===== src/rtl/countdown_sequencer.sv =====
// Countdown timer controller for a chain of BCD decade down-counters.
// Optional macro AUTO_RELOAD_EN: reload the preset at terminal count instead of stopping.
module countdown_sequencer #(
  parameter int DIGITS   = 4,
  parameter int TICK_DIV = 1000
) (
  input  logic                  clock,
  input  logic                  reset,
  input  logic                  start,
  input  logic                  pause,
  input  logic                  clear,
  input  logic [4*DIGITS-1:0]   load_value,
  output logic [4*DIGITS-1:0]   count,
  output logic                  running,
  output logic                  paused,
  output logic                  done
);

  localparam int PW = $clog2(TICK_DIV);
  localparam logic [PW-1:0] LAST = PW'(TICK_DIV - 1);

  typedef enum logic [1:0] {
    ST_IDLE,
    ST_RUN,
    ST_PAUSE,
    ST_DONE
  } state_t;

  state_t              state;
  logic [PW-1:0]       prescaler;
  logic [4*DIGITS-1:0] clamped;
  logic [4*DIGITS-1:0] decremented;
  logic                borrow;
  logic [4*DIGITS-1:0] step_count;
  logic [PW-1:0]       step_prescaler;
  state_t              step_state;
  logic                step_done;

  assign running = (state == ST_RUN);
  assign paused  = (state == ST_PAUSE);

  always_comb begin
    clamped = load_value;
    for (int d = 0; d < DIGITS; d++) begin
      if (load_value[4*d +: 4] > 4'd9) clamped[4*d +: 4] = 4'd9;
    end
  end

  // Borrow ripples from digit 0 upward; a digit at 0 wraps to 9 and passes the borrow on.
  always_comb begin
    decremented = count;
    borrow      = 1'b1;
    for (int d = 0; d < DIGITS; d++) begin
      if (borrow) begin
        if (count[4*d +: 4] == 4'd0) begin
          decremented[4*d +: 4] = 4'd9;
        end else begin
          decremented[4*d +: 4] = count[4*d +: 4] - 4'd1;
          borrow                = 1'b0;
        end
      end
    end
  end

  // One cycle of running time: used both in RUN and on the edge that resumes from PAUSE.
  always_comb begin
    step_prescaler = prescaler + 1'b1;
    step_count     = count;
    step_state     = ST_RUN;
    step_done      = 1'b0;
    if (prescaler == LAST) begin
      step_prescaler = '0;
      step_count     = decremented;
      if (decremented == '0) begin
`ifdef AUTO_RELOAD_EN
        if (clamped != '0) begin
          step_count = clamped;
          step_done  = 1'b1;
        end else begin
          step_state = ST_DONE;
          step_done  = 1'b1;
        end
`else
        step_state = ST_DONE;
        step_done  = 1'b1;
`endif
      end
    end
  end

  always_ff @(posedge clock or posedge reset) begin
    if (reset) begin
      state     <= ST_IDLE;
      count     <= '0;
      prescaler <= '0;
      done      <= 1'b0;
    end else if (clear) begin
      state     <= ST_IDLE;
      count     <= '0;
      prescaler <= '0;
      done      <= 1'b0;
    end else begin
      case (state)
        ST_IDLE, ST_DONE: begin
          if (start) begin
            count     <= clamped;
            prescaler <= '0;
            if (clamped == '0) begin
              state <= ST_DONE;
              done  <= 1'b1;
            end else begin
              state <= ST_RUN;
              done  <= 1'b0;
            end
          end
        end
        ST_RUN: begin
          if (pause && !start) begin
            state <= ST_PAUSE;
            done  <= 1'b0;
          end else begin
            state     <= step_state;
            count     <= step_count;
            prescaler <= step_prescaler;
            done      <= step_done;
          end
        end
        ST_PAUSE: begin
          if (start || pause) begin
            state     <= step_state;
            count     <= step_count;
            prescaler <= step_prescaler;
            done      <= step_done;
          end
        end
        default: state <= ST_IDLE;
      endcase
    end
  end

endmodule


===== config.mk =====
export PLATFORM = sky130hd
export DESIGN_NAME = countdown_sequencer
export DESIGN_NICKNAME = d
export VERILOG_FILES = /design/src/rtl/countdown_sequencer.sv
export SDC_FILE = /design/constraint.sdc
export NUM_CORES = 1
export LEC_CHECK = 0
export CAP_MARGIN = 20
export CORE_MARGIN = 2
export CORE_UTILIZATION = 42
export CTS_CLUSTER_DIAMETER = 40
export DETAILED_ROUTE_END_ITERATION = 8
export PLACE_DENSITY = 0.67
export SYNTH_ARGS = -nofsm -noshare
export SYNTH_HDL_FRONTEND = slang
export SYNTH_SLANG_ARGS = --single-unit

===== constraint.sdc =====
create_clock -name clock -period 4.7 [get_ports clock]
set_clock_uncertainty 0.05 [all_clocks]
set_input_delay 0.94 -clock clock [delete_from_list [all_inputs] [get_ports clock]]
set_output_delay 0.94 -clock clock [all_outputs]
set_load 0.05 [all_outputs]

# Word-level counts from Yosys, hierarchy flattened
# Cells that the tools add are included.
[word_totals]
output_inout_bits = 19
ff_bits = 29
word_cells = 77
[op_classes]
eq_ne = 7
order_cmp = 4
reduce_logical = 13
add_sub_neg = 5
mux = 44
[op_table]
columns = ["operator", "n"]
rows = [
  ["2-to-1 mux 16 bit", 5],
  ["2-to-1 mux 10 bit", 5],
  ["case mux 16 bit (3 select lines)", 1],
  ["2-to-1 mux 4 bit", 11],
  ["zero test 16 bit", 2],
  ["case mux 10 bit (3 select lines)", 1],
  ["greater-than comparator 4 bit, second input constant", 4],
  ["zero test 4 bit", 4],
  ["subtractor 4 x 1 -> 4 bit, second input constant", 4],
  ["2-to-1 mux 2 bit", 7],
  ["2-to-1 mux 1 bit", 12],
  ["adder 10 x 1 -> 10 bit, second input constant", 1],
  ["== test 10 bit, second input constant", 1],
  ["!= test 3 bit, second input constant", 2],
  ["case mux 2 bit (3 select lines)", 1],
  ["== test 2 bit, second input constant", 2],
  ["!= test 3 x 2 -> 1 bit, second input constant", 1],
  ["case mux 1 bit (3 select lines)", 1],
  ["AND reduction 3 bit", 1],
  ["== test 2 x 1 -> 1 bit, second input constant", 1],
  ["zero test 2 bit", 1],
  ["AND reduction 2 bit", 1],
  ["OR reduction 2 bit", 1],
  ["logical AND 1 bit", 1],
  ["other kinds (2)", 2],
]

# Longest topological paths before layout
[depth]
depth_word = 11
depth_mapped = 10

# Worst setup path after synthesis
# Ideal clock, no wire load.
[synth_path]
kind = "input port to flip-flop"
start = "input port clear"
end = "register count[9]"
t_arrival_ps = 2253
setup_ps = 122
path_buffers = 3
stages = 7
path_slack_ps = 2276
t_required_ps = 4528
cell_sequence = "or2_2 buf_2 a31o_2 and2_0 clkbuf_1 buf_2 a32o_1"
[synth_via]
elab_chain_cells = 2
word_cells_on_any_way = 5
cone_classes = "eq/ne: 3; mux: 1; reduce/logical: 1"
[synth_lines]
columns = ["element", "line", "source"]
rows = [
  ["start: declaration", "11", "input logic clear,"],
  ["!= test 3 x 2 -> 1 bit (no line) or != test 3 bit (tied branches)", "--", ""],
  ["AND reduction 3 bit (no line)", "--", ""],
  ["end signal: assignment", "106", "count <= clamped;"],
  ["end signal: assignment", "123", "count <= step_count;"],
  ["end signal: assignment", "131", "count <= step_count;"],
  ["end: declaration", "13", "output logic [4*DIGITS-1:0] count,"],
]
# Parallel ways exist; a longest one is shown, timed or not.
# A chain may end at the register's enable or synchronous reset.

# Worst setup path after layout
[layout_path]
start = "input port pause"
end = "register count[8]"
[layout_via]
elab_chain_cells = 3
word_cells_on_any_way = 5
cone_classes = "eq/ne: 2; reduce/logical: 3"
[layout_lines]
columns = ["element", "line", "source"]
rows = [
  ["start: declaration", "10", "input logic pause,"],
  ["logical OR 1 bit or logical AND 1 bit (tied branches)", "129, 118", ""],
  ["!= test 3 x 2 -> 1 bit (no line) or != test 3 bit (tied branches)", "--", ""],
  ["AND reduction 3 bit (no line) (*)", "--", ""],
]
# Every way passes the cells marked *; elsewhere a longest branch is shown, timed or not.

==> results.txt <==
Placer Congestion = 0.869
Util after Layout = 56.0%
Worst VDD drop = 0.351 mV
Synth top area share = 37.2%
Antenna diodes = 0
number of buffers created by CTS = 5
CTS HTree Levels = 2
placed inst area = 2360 sq um
first-pass GRT wire length = 9.30 mm
list of most frequent post-synthesis cells = dfrtp_1, o21ai_0, nand2_1, nor2_1, a21oi_1
worst rel slew slack = 34.8%
ys async rst share = 100%
antenna violations before repair = 0
Worst Path Required = 4.85 ns
syn_nets = 261
Final Hold Fails = 0
initial core utilization = 44.2%
ratio of final minimum period to clock period = 75.2%
Worst-path clk slew = 0.06 ns
IO Port Bufs = 39
pin count of the biggest net entering global routing = 32
layout cells sized above 1 = 6.23%
core area = 4410 sq um
RSZ-0062 raised after global routing = no
cell count after placement = 317
Post-Synth Adder-Cell Area = 1.92%
Synth Area in Compound Gates = 25.7%
Pins Over Slew Limit = 0
HP Class = reg -> reg
total negative slack = 0 ns
count leader, synth = dfrtp_1
main combinational cell family by area after synthesis = simple AND/OR/NAND/NOR gates
Vias = 1963
IO Pins = 40
main flop type after synthesis = dfrtp_1
Static Leak = 1.00 nW
register area share after synthesis = 37.2%
Synth Area in XOR/XNOR = 2.25%
vias in the first global route = 1853
DRC Markers = 0
drt total wl = 5.31 mm
PD cells = 642 nW/um^2
DIE HEIGHT = 72.2 um
routed len/inst = 16.3 um
Clock Latency Late Sink = 0.28 ns
max cap viols = 0
CTS resizes = 0
Post-CTS Hold Buffers = 0
Root Driver = clkbuf_8
die area = 5210 sq um
CP Data Arrival Time = 3.68 ns
TritonCTS clock tree = done
Cell Area, Synth = 1950 sq um
CP Max Fanout = 16
yosys warns = 0
area share of and/or/nand/nor cells after synthesis = 27.4%
NumNets Final = 296
Die X = 72.2 um
fin area = 2470 sq um
fmax = 0.283 GHz
Crit. Startpoint = pause
Setup Fix Bufs, Post-CTS = 0
final non-filler cell total = 325
Crit Path Category = in -> reg
DP Wirelength = 3.68 mm
Via density = 6.04
outcome = finished clean
nature of the critical path endpoint = flop
Synth cell types = 50
CTS Sinks = 29
Antenna Nets Post-Route = 0
min Tclk post-route = 3.53 ns
row count = 24
mux contribution to synthesized area = 0.513%
CTS Buffer Depth = 2
Setup-failing EPs final = 0
Worst-Margin Slew = 0.972 ns
Seq cells post-synth = 29
total gr overflow = 0
leading area contributor after synthesis = dfrtp_1
worst r2r src = state[0]$_DFFE_PP0P_
total track usage = 22.7%
Avg Synthesized Cell Area = 8.23 sq um
EDFF count, synth = 0
min-delay src = prescaler[0]$_DFFE_PP0P_
Layout area overhead = 26.7%
CP Launch Type = input pin
Synth area leaders = dfrtp_1, o21ai_0, a21oi_1
Post-Syn Instances = 237
Iter 0 DRT Violations = 141
final hold slack = 0.492 ns
Pre-Repair DR Iteration Count = 4
==> critical path, stage by stage <==
cell and delay, ns:
clkdlybuf4s50_1 0.51, nor2b_1 0.09, o31ai_2 0.82, and2_0 0.74, nand2b_1 0.35, o21ai_0 0.23
==> area by class of cell <==
cell class                 count  area (sq um)
fill                         425          1940
multi-input combinational    186          1130
sequential                    29           726
timing repair buffer          41           405
clock buffer                   7          86.3
tap                           52          65.1
inverter                       9          33.8
clock inverter                 1          30.0
==> metal layers <==
metal  vias to the layer above  part of all wire, %  global-route usage (%)  wire, um
met5                         -                    0                       0         0
met4                         0                  1.3                    6.71        69
met3                         6                  6.1                    4.58       326
met2                        74                   45                    32.5      2370
met1                       934                   48                    34.5      2540
li1                        949                    -                       -         -
==> sequential cells by signal, indices dropped and copies added (netlist names) <==
name,flops
done,1
count,16
state,2
prescaler,10
==> path summary, 6_finish.rpt <==
| kind | end | slack (ns) | cells after the start |
|---|---|---|---|
| worst min register to register | prescaler[0]$_DFFE_PP0P_ | 0.49 | 1 |
| max in group asynchronous | count[13]$_DFFE_PP0P_ | 3.33 | 3 |
| worst min-delay path | prescaler[0]$_DFFE_PP0P_ | 0.49 | 1 |
| worst max-delay path | count[8]$_DFFE_PP0P_ | 1.17 | 6 |
| min in group asynchronous | count[6]$_DFFE_PP0P_ | 1.00 | 3 |
| worst max register to register | count[8]$_DFFE_PP0P_ | 1.43 | 7 |
==> metrics by stage <==
stage / total power [mW] / setup WS, ns
2_1_floorplan: 1.07 / 2.28
3_3_place_gp: 1.31 / 1.01
3_5_place_dp: 1.31 / 0.880
4_1_cts: 1.59 / 1.20
5_1_grt: 1.71 / 0.802
6_report: 1.59 / 1.17
==> cell families (layout without fill, tap and decap cells) <==
| kind of cell | after synthesis | in the layout |
|---|---|---|
| buf+inv | 22 | 58 |
| fa+ha+maj | 3 | 3 |
| flops | 29 | 29 |
| compound gates | 78 | 78 |
| mux | 1 | 1 |
| simple gates | 99 | 99 |
| xor+xnor | 5 | 5 |
==> cells in the final DEF (no fill, tap or decap), types with 2 or more instances in the layout <==
cell type	synthesis	final
a21oi_1	19	19
a22o_1	4	4
a31oi_1	5	5
a32o_1	2	2
and2_1	2	2
and3_1	6	6
buf_4	1	2
clkbuf_8	0	6
clkdlybuf4s50_1	0	39
dfrtp_1	29	29
ha_1	3	3
inv_1	8	8
nand2_1	21	21
nand2b_1	9	9
nand3_1	4	4
nand4_1	6	6
nor2_1	21	21
nor2b_1	2	2
nor3_1	7	7
nor4_1	7	7
nor4_2	2	2
o21ai_0	25	25
o22ai_1	3	3
o2bb2ai_1	3	3
o31a_1	2	2
o31ai_1	6	6
or4_1	2	2
xor2_1	5	5
==> where the power goes <==
| part | leakage [nW] | internal (mW) | switching (mW) |
|---|---|---|---|
| sequential | 0.388 | 0.314 | 0.114 |
| clock | 0.0585 | 0.173 | 0.0960 |
| combinational | 0.558 | 0.307 | 0.583 |
(Power assumes the default switching activity.)
